$ cat src/rtl/sync_fifo_prog.sv
// sync_fifo_prog
// Single-clock FIFO for any depth of 2 or more. The pointers wrap explicitly
// at FIFO_DEPTH-1, so the depth does not need to be a power of two.
// Almost-full and almost-empty thresholds are set at run time. The count
// output reports the current occupancy.
//
// Optional feature (macro FIFO_WATERMARK_EN): when the macro is defined, the
// block adds a peak-occupancy register (max_count) and a clear input (wm_clr).
// When it is undefined, both ports are absent and all other behaviour is
// unchanged.
//
// Handshake: a write is accepted on a rising edge when wr_en=1 and the
// registered full flag is 0. A read is accepted on a rising edge when rd_en=1
// and the registered empty flag is 0. Acceptance never looks at the opposite
// port in the same cycle, so a full FIFO rejects a write even while it is
// being read, and an empty FIFO rejects a read even while it is being written.
// wr_ack, overflow and underflow report the outcome of the previous edge for
// exactly one cycle. Read data appears on data_out one cycle after the
// accepted read.
module sync_fifo_prog #(
  parameter int FIFO_WIDTH = 16,
  parameter int FIFO_DEPTH = 8,
  parameter int CNT_W      = $clog2(FIFO_DEPTH + 1)
) (
  input  logic                  clk,
  input  logic                  rst_n,
  input  logic [FIFO_WIDTH-1:0] data_in,
  input  logic                  wr_en,
  input  logic                  rd_en,
  input  logic [CNT_W-1:0]      af_level,
  input  logic [CNT_W-1:0]      ae_level,
`ifdef FIFO_WATERMARK_EN
  input  logic                  wm_clr,
  output logic [CNT_W-1:0]      max_count,
`endif
  output logic [FIFO_WIDTH-1:0] data_out,
  output logic [CNT_W-1:0]      count,
  output logic                  full,
  output logic                  empty,
  output logic                  almostfull,
  output logic                  almostempty,
  output logic                  wr_ack,
  output logic                  overflow,
  output logic                  underflow
);

  localparam int              PTR_W    = $clog2(FIFO_DEPTH);
  localparam logic [PTR_W-1:0] PTR_LAST = PTR_W'(FIFO_DEPTH - 1);
  localparam logic [CNT_W-1:0] CNT_FULL = CNT_W'(FIFO_DEPTH);

  logic [FIFO_WIDTH-1:0] mem [FIFO_DEPTH];
  logic [PTR_W-1:0]      wr_ptr;
  logic [PTR_W-1:0]      rd_ptr;
  logic [PTR_W-1:0]      wr_ptr_next;
  logic [PTR_W-1:0]      rd_ptr_next;
  logic [CNT_W-1:0]      count_q;
  logic [CNT_W-1:0]      count_next;
  logic                  wr_acc;
  logic                  rd_acc;

  // Status flags come only from the registered count and the level inputs.
  // A threshold change therefore shows up in the same cycle.
  assign count       = count_q;
  assign full        = (count_q == CNT_FULL);
  assign empty       = (count_q == '0);
  assign almostfull  = (count_q >= af_level) && !full;
  assign almostempty = (count_q <= ae_level) && !empty;

  // Acceptance decisions use the registered flags only.
  assign wr_acc = wr_en && !full;
  assign rd_acc = rd_en && !empty;

  // Next pointer and occupancy values. Each pointer wraps at the last entry.
  always_comb begin
    wr_ptr_next = wr_ptr;
    rd_ptr_next = rd_ptr;
    count_next  = count_q;
    if (wr_acc) begin
      wr_ptr_next = (wr_ptr == PTR_LAST) ? '0 : wr_ptr + 1'b1;
    end
    if (rd_acc) begin
      rd_ptr_next = (rd_ptr == PTR_LAST) ? '0 : rd_ptr + 1'b1;
    end
    case ({wr_acc, rd_acc})
      2'b10:   count_next = count_q + 1'b1;
      2'b01:   count_next = count_q - 1'b1;
      default: count_next = count_q;
    endcase
  end

  // The storage array has no reset. Stale contents cannot be read because
  // the count and the pointers are reset.
  always_ff @(posedge clk) begin
    if (wr_acc) begin
      mem[wr_ptr] <= data_in;
    end
  end

  // Pointer, count and read-data registers.
  always_ff @(posedge clk) begin
    if (!rst_n) begin
      wr_ptr   <= '0;
      rd_ptr   <= '0;
      count_q  <= '0;
      data_out <= '0;
    end else begin
      wr_ptr  <= wr_ptr_next;
      rd_ptr  <= rd_ptr_next;
      count_q <= count_next;
      if (rd_acc) begin
        data_out <= mem[rd_ptr];
      end
    end
  end

  // One-cycle status pulses that report the outcome of the previous edge.
  always_ff @(posedge clk) begin
    if (!rst_n) begin
      wr_ack    <= 1'b0;
      overflow  <= 1'b0;
      underflow <= 1'b0;
    end else begin
      wr_ack    <= wr_acc;
      overflow  <= wr_en && full;
      underflow <= rd_en && empty;
    end
  end

`ifdef FIFO_WATERMARK_EN
  // Peak occupancy. The register tracks count_next, so it matches the count
  // that becomes visible after the same edge.
  always_ff @(posedge clk) begin
    if (!rst_n) begin
      max_count <= '0;
    end else if (wm_clr) begin
      max_count <= count_next;
    end else if (count_next > max_count) begin
      max_count <= count_next;
    end
  end
`endif

endmodule

$ cat config.mk
export PLATFORM = sky130hd
export DESIGN_NAME = sync_fifo_prog
export DESIGN_NICKNAME = d
export VERILOG_FILES = /design/src/rtl/sync_fifo_prog.sv
export SDC_FILE = /design/constraint.sdc
export NUM_CORES = 1
export LEC_CHECK = 0
export BUFFER_PORTS_ARGS = -buffer_cell sky130_fd_sc_hd__buf_2
export CAP_MARGIN = 10
export CORE_MARGIN = 3
export CORE_UTILIZATION = 25
export DETAILED_ROUTE_END_ITERATION = 7
export PLACE_DENSITY = 0.49
export SYNTH_ARGS = -nofsm -noshare
export SYNTH_HDL_FRONTEND = slang
export SYNTH_SLANG_ARGS = --single-unit
$ cat constraint.sdc
create_clock -name clk -period 6.71 [get_ports clk]
set_clock_uncertainty 0.2 [all_clocks]
set_input_delay 0.671 -clock clk [delete_from_list [all_inputs] [get_ports clk]]
set_output_delay 0.671 -clock clk [all_outputs]
set_load 0.01 [all_outputs]
==> results of run 1 <==
[logic make-up (layout without fill, tap and decap cells)]
| family | Yosys count | in the layout | share of synthesized area |
|---|---|---|---|
| AO/OA/AOI/OAI | 49 | 49 | 0.0497 |
| XOR/XNOR | 3 | 3 | 0.00422 |
| adder cells (fa/ha/maj) | 15 | 15 | 0.0302 |
| buffers and inverters | 27 | 105 | 0.0255 |
| flip-flops | 157 | 157 | 0.711 |
| multiplexers | 38 | 38 | 0.126 |
| AND/OR/NAND/NOR | 58 | 58 | 0.0537 |
[sequential cells by signal, summed over array words and instances, names as in the netlist]
name,count
wr_ack,1
mem,128
data_out,16
underflow,1
overflow,1
wr_ptr,3
count,4
rd_ptr,3
[area by class of cell]
type                       instances  area (um^2)
clock buffer                      19          433
clock inverter                    12         92.6
fill                            2454        17000
inverter                          10         37.5
multi-input combinational        163         1660
sequential                       157         4430
tap                              324          405
timing repair buffer              64          345
[synth_stat cells (3+ instances only)]
master	number	area share
o21ai_1	8	0.0064
edfxtp_1	128	0.62
buf_6	6	0.011
a21oi_1	4	0.0032
nand3_1	3	0.0024
o22ai_1	15	0.015
mux4_2	32	0.12
dfxtp_1	29	0.093
buf_4	3	0.0036
nand2b_1	3	0.0030
nor3_1	4	0.0032
nor2_1	20	0.012
clkbuf_1	7	0.0042
inv_1	10	0.0060
a21boi_2	3	0.0054
nor2b_1	6	0.0060
ha_1	15	0.030
nand2_1	4	0.0024
mux2i_1	6	0.0097
nand2_2	3	0.0030
o21ai_0	14	0.011
and3_1	3	0.0030
[metal layers]
layer  vias up  wire (um)
met5         -         11
met4         2        191
met3        14        605
met2        71       6790
met1      1664       5840
li1       1504          -
[worst paths after layout]
kind	startpoint	endpoint	slack, ns
worst min register to register	data_out[7]$_SDFFE_PN0P_	data_out[7]$_SDFFE_PN0P_	0.29
worst max register to register	count[1]$_SDFFE_PN0P_	count[2]$_SDFFE_PN0P_	3.77
worst min-delay path	data_out[7]$_SDFFE_PN0P_	data_out[7]$_SDFFE_PN0P_	0.29
worst max-delay path	count[1]$_SDFFE_PN0P_	almostempty	3.72
[power by group through the flow]
stage	Clock [W]	Sequential, W	Combinational [W]
final	0.000846	0.00122	0.000588
after global routing	0.000915	0.00123	0.000654
after CTS	0.000877	0.00122	0.000605
after detailed placement	0	0.00124	0.000604
after global placement	0	0.00124	0.000589
after floorplan	0	0.00123	0.000426
[critical path, stage by stage (launching register included)]
cell and delay (ns):
dfxtp_1 0.60, ha_1 0.33, nor2b_1 0.13, o21ai_0 0.17, a21oi_1 0.10, a211oi_1 0.20, buf_2 0.16
[through the flow]
stage                util  std cells
floorplan               -        347
global placement    0.282        718
detailed placement  0.282        718
CTS                 0.304        749
global route        0.304        749
finish              0.304        749
==> flow_metrics.py, run 1 <==
metrics = {
    "run_status": {
        "status": "complete, no violations",
    },
    "timing": {
        "fmax_mhz": 334,
        "post-route-period-util": 0.446,
        "post-route-min-period_ns": 2.99,
        "grt_setup_unrepaired": "no",
        "hold_viol": 0,
        "finalWorstSetupSlack_ns": 3.72,
        "slew_headroom": 0.521,
        "holdWs_ns": 0.293,
        "setup_tns_ns": 0,
        "final-max-slew-violation-count": 0,
        "worst_slew_pin_slew_ns": 0.718,
        "finalSetupViolations": 0,
    },
    "floorplan": {
        "fp.dieW_um": 164,
        "io_pins": 55,
        "die_h_um": 164,
        "core_area_um2": 24400,
        "num_rows": 57,
        "fp.dieArea_um2": 26800,
        "start_util": 0.255,
    },
    "pwr": {
        "intPower_w": 0.00189,
        "switching_share": 0.289,
        "vdd_ir_drop_max_uv": 128,
        "seq_power_share": 0.459,
        "total_power_w": 0.00265,
        "power_density_nw_per_um2": 358,
        "p_sw_w": 0.000765,
        "p_leak_nw": 2.56,
        "clockPowerShare": 0.319,
        "power.share.combinational": 0.222,
    },
    "critical_path": {
        "worstSetupStartpointType": "register",
        "ff2ff_path_depth": 9,
        "endpoint_kind": "output pin",
        "crit_required_ns": 5.84,
        "cp_max_fo": 12,
        "worstSetupPathType": "register to output pin",
        "critPathArrivalTime_ns": 2.12,
    },
    "cts": {
        "cts.clk_slew.worst_paths_ns": 0.06,
        "cts-root-buf": "clkbuf_16",
        "cts.sinks": 157,
        "clkLatencyLatePin_ns": 0.42,
        "cts_setup_buffers": 0,
        "hold_buffers": 0,
        "cts_tree": "built",
        "post_cts_resized": 0,
        "clk_path_buf_depth": 2,
        "cts_buffers": 17,
        "h-tree-depth": 4,
    },
    "final_layout": {
        "area_growth_syn_to_layout_pct": 19.0,
        "layout_commonest_cell": "edfxtp_1",
        "layout-drive-gt1-share": 0.332,
        "final_cell_mix": "128 x edfxtp_1, 54 x buf_2, 32 x mux4_2",
        "design_area_um2": 7400,
        "antenna_cells": 0,
        "nNetsFinal": 456,
    },
    "global_route": {
        "met2_usage": 0.180,
        "grt_pass1_wl_um": 20400,
        "grt_use_total": 0.106,
        "antenna_found_initial": 1,
        "gr-usage-met3": 0.0368,
        "first_global_vias": 3560,
        "grt_max_degree": 36,
        "top_usage_layer": "met2",
        "grt_use_met1": 0.124,
        "overflow": 0,
    },
    "routing": {
        "wl_per_cell_um": 17.9,
        "drt_wl_total_um": 13400,
        "drc": 0,
        "drt_iter0_drc": 148,
        "ant_nets": 0,
        "via_per_inst": 4.35,
        "drtPass1Iterations": 6,
        "vias": 3255,
    },
    "hold_path": {
        "min_path_cells": 2,
        "min_path_type": "register to register",
    },
    "placement": {
        "dpl-instance-area_um2": 6880,
        "hpwl_um": 7850,
        "gp_congestion": 0.694,
        "pre_cts_ws_ns": 3.84,
        "portBuffers": 54,
    },
    "synth": {
        "syn_inst": 347,
        "yosys_warnings": 0,
        "syn_avg_cell_area_um2": 17.9,
        "ys.flop_type": "edfxtp_1",
        "synth_edf_count": 128,
        "synthArstFlopShare": 0,
        "seq_area_frac_synth": 0.711,
        "synth_area_um2": 6220,
        "synth_cell_types": 39,
        "synth-seq-cells": 157,
        "syn_nets": 390,
    },
    "run": {
        "maxCapViolCount": 0,
    },
}
Power figures use the tool's default switching activity.
==> run 2, diff against run 1 <==
ABC_AREA = 1   (was unset)
PLACE_DENSITY = 0.5   (was 0.49)
clock period = 2.45 ns   (was 6.71 ns; I/O delays follow)
==> flow_metrics.py, run 2 <==
metrics = {
    "floorplan": {
        "fp.dieArea_um2": 29400,
        "io_pins": 55,
        "core_area_um2": 26500,
        "fp.dieW_um": 171,
        "die_h_um": 171,
        "start_util": 0.258,
        "num_rows": 59,
    },
    "hold_path": {
        "worstHoldStart": "data_out[9]$_SDFFE_PN0P_",
        "hold_path_end": "data_out[9]$_SDFFE_PN0P_",
        "min_path_cells": 2,
        "min_path_type": "register to register",
    },
    "critical_path": {
        "critPathArrivalTime_ns": 1.77,
        "worstSetupStartpointType": "register",
        "critPathLaunch": "count[1]$_SDFFE_PN0P_",
        "crit_required_ns": 2.01,
        "worstSetupPathType": "register to output pin",
        "critPathBufInv": 4,
        "endpoint_kind": "output pin",
        "cp_max_fo": 7,
        "rrSetupSlack_ns": 0.30,
        "crit_family": "buffers and inverters",
        "reg2reg_to": "count[2]$_SDFFE_PN0P_",
        "worstReg2RegStart": "count[3]$_SDFFE_PN0P_",
        "path_common_cell": "inv_1",
        "cpPeakStageDelay_ns": 0.33,
        "worstPathCellList": "buf_4 > ha_1 > inv_1 > nor2_1 > o211ai_1 > nand3_1 > nand2_1 > inv_1 > buf_2",
        "ff2ff_path_depth": 11,
        "crit_path_top_delay_cell": "dfxtp_1",
    },
    "synth": {
        "synth_compound_area_frac": 0.0303,
        "ys.flop_type": "edfxtp_1",
        "synth_xor_area_frac": 0.00256,
        "netlist_top_cells_count": "191 x nand2_1, 128 x edfxtp_1, 101 x nand3_1",
        "yosys.area_share.simple": 0.199,
        "synth-seq-cells": 157,
        "yosys.area.top_type": "edfxtp_1",
        "syn_inst": 687,
        "synthAdderAreaFrac": 0.0274,
        "synth_edf_count": 128,
        "syn_avg_cell_area_um2": 9.97,
        "synth_cell_types": 27,
        "yosys_warnings": 0,
        "seq_area_frac_synth": 0.646,
        "syn_nets": 730,
        "yosysMostFrequentCell": "nand2_1",
        "synthArstFlopShare": 0,
        "synth_top_family_by_area": "simple AND/OR/NAND/NOR gates",
        "yosys-mux-area-fraction": 0,
        "synth_area_um2": 6850,
        "synth_top_area_frac": 0.561,
        "synth_area_leaders": "edfxtp_1 56%, nand2_1 10%, dfxtp_1 8.5%",
    },
    "run_status": {
        "status": "complete, no violations",
    },
    "cts": {
        "clkLatencyLatePin_ns": 0.42,
        "hold_buffers": 21,
        "cts_setup_buffers": 0,
        "cts_tree": "built",
        "post_cts_resized": 0,
        "clk_path_buf_depth": 2,
        "cts-root-buf": "clkbuf_16",
        "cts.sinks": 157,
        "h-tree-depth": 4,
        "cts_buffers": 17,
        "cts.clk_slew.worst_paths_ns": 0.06,
    },
    "timing": {
        "final-max-slew-violation-count": 0,
        "fmax_mhz": 452,
        "finalSetupViolations": 0,
        "finalWorstSetupSlack_ns": 0.239,
        "slew_headroom": 0.530,
        "post-route-min-period_ns": 2.21,
        "grt_setup_unrepaired": "no",
        "post-route-period-util": 0.902,
        "hold_viol": 0,
        "setup_tns_ns": 0,
        "worst_slew_pin_slew_ns": 0.703,
    },
    "final_layout": {
        "nFillCells": 2727,
        "regMostFlops": "mem",
        "layout_commonest_cell": "nand2_1",
        "nNetsFinal": 816,
        "area_growth_syn_to_layout_pct": 22.2,
        "instances_no_fill": 1122,
        "largest_reg_flops": 128,
        "layout-drive-gt1-share": 0.218,
        "final_cell_mix": "191 x nand2_1, 128 x edfxtp_1, 101 x nand3_1",
    },
    "global_route": {
        "overflow": 0,
        "first_global_vias": 4521,
        "antenna_found_initial": 1,
        "grt_max_degree": 67,
        "grt_use_total": 0.111,
        "grt_pass1_wl_um": 24600,
    },
    "routing": {
        "drc": 0,
        "wl_per_cell_um": 14.2,
        "ant_nets": 0,
        "drtPass1Iterations": 4,
        "drt_wl_total_um": 16000,
        "via_per_inst": 4.20,
        "drt_iter0_drc": 292,
        "vias": 4710,
    },
    "run": {
        "maxCapViolCount": 0,
    },
    "placement": {
        "pre_cts_ws_ns": 0.298,
        "dp_cells": 1068,
        "hpwl_um": 9910,
        "gp_congestion": 0.782,
        "portBuffers": 54,
    },
    "pwr": {
        "vdd_ir_drop_max_uv": 514,
        "p_leak_nw": 3.59,
        "power_density_nw_per_um2": 1010,
        "total_power_w": 0.00847,
    },
}
-- run 2: area by class of cell --
class,count,area (um^2),share of cell area
well taps,335,419,0.0501
flip-flops and latches,157,4430,0.529
diodes,1,2.50,0.000299
clock inverters,15,146,0.0175
clock buffers,17,425,0.0509
inverters,125,472,0.0564
multi-input cells,376,1800,0.215
repair buffers,96,676,0.0808
-- run 2: logic make-up (layout without fill, tap and decap cells) --
family                     Yosys count  after routing
buffers and inverters              154            253
adders and majority gates           15             15
DFF                                157            157
other                                0              1
AOI/OAI and AO/OA                   41             41
and+or+nand+nor                    318            318
xor gates and xnor gates             2              2
-- run 2: worst max path at each step --
stage	end	slack (ns)	cells past startpoint
floorplan	mem[1][0]$_DFFE_PP_	0.20	6
global placement	count[2]$_SDFFE_PN0P_	0.36	12
CTS	almostfull	0.21	9
detailed placement	count[2]$_SDFFE_PN0P_	0.30	11
finish	almostfull	0.24	9
global route	count[2]$_SDFFE_PN0P_	0.1	11
-- run 2: layer usage --
layer	up-vias	global-route usage	part of all wire	wire length, um
li1	2403	-	-	-
met1	2192	0.147	0.47	7510
met2	99	0.180	0.47	7430
met3	16	0.0239	0.051	808
met4	0	0.0402	0.013	213
met5	-	0	0	0
-- run 2: report_power, final --
group | switching, W | internal (W)
combinational | 0.00165 | 0.000890
sequential | 0.000160 | 0.00320
clock | 0.00107 | 0.00150
total | 0.00288 | 0.00558
-- run 2: tightest hold or removal path, cell delays in order (launching register included) --
cell	delay (ns)
dfxtp_1	0.30
nand2_1	0.06
a21oi_1	0.05
-- run 2: through the flow --
stage	hold slack [ns]	utilization	instance area, um^2
after floorplan	0.144	-	6850
after global placement	0.253	0.286	7580
after detailed placement	0.252	0.286	7580
after global routing	0.283	0.316	8360
after CTS	0.262	0.316	8360
final	0.260	0.316	8360
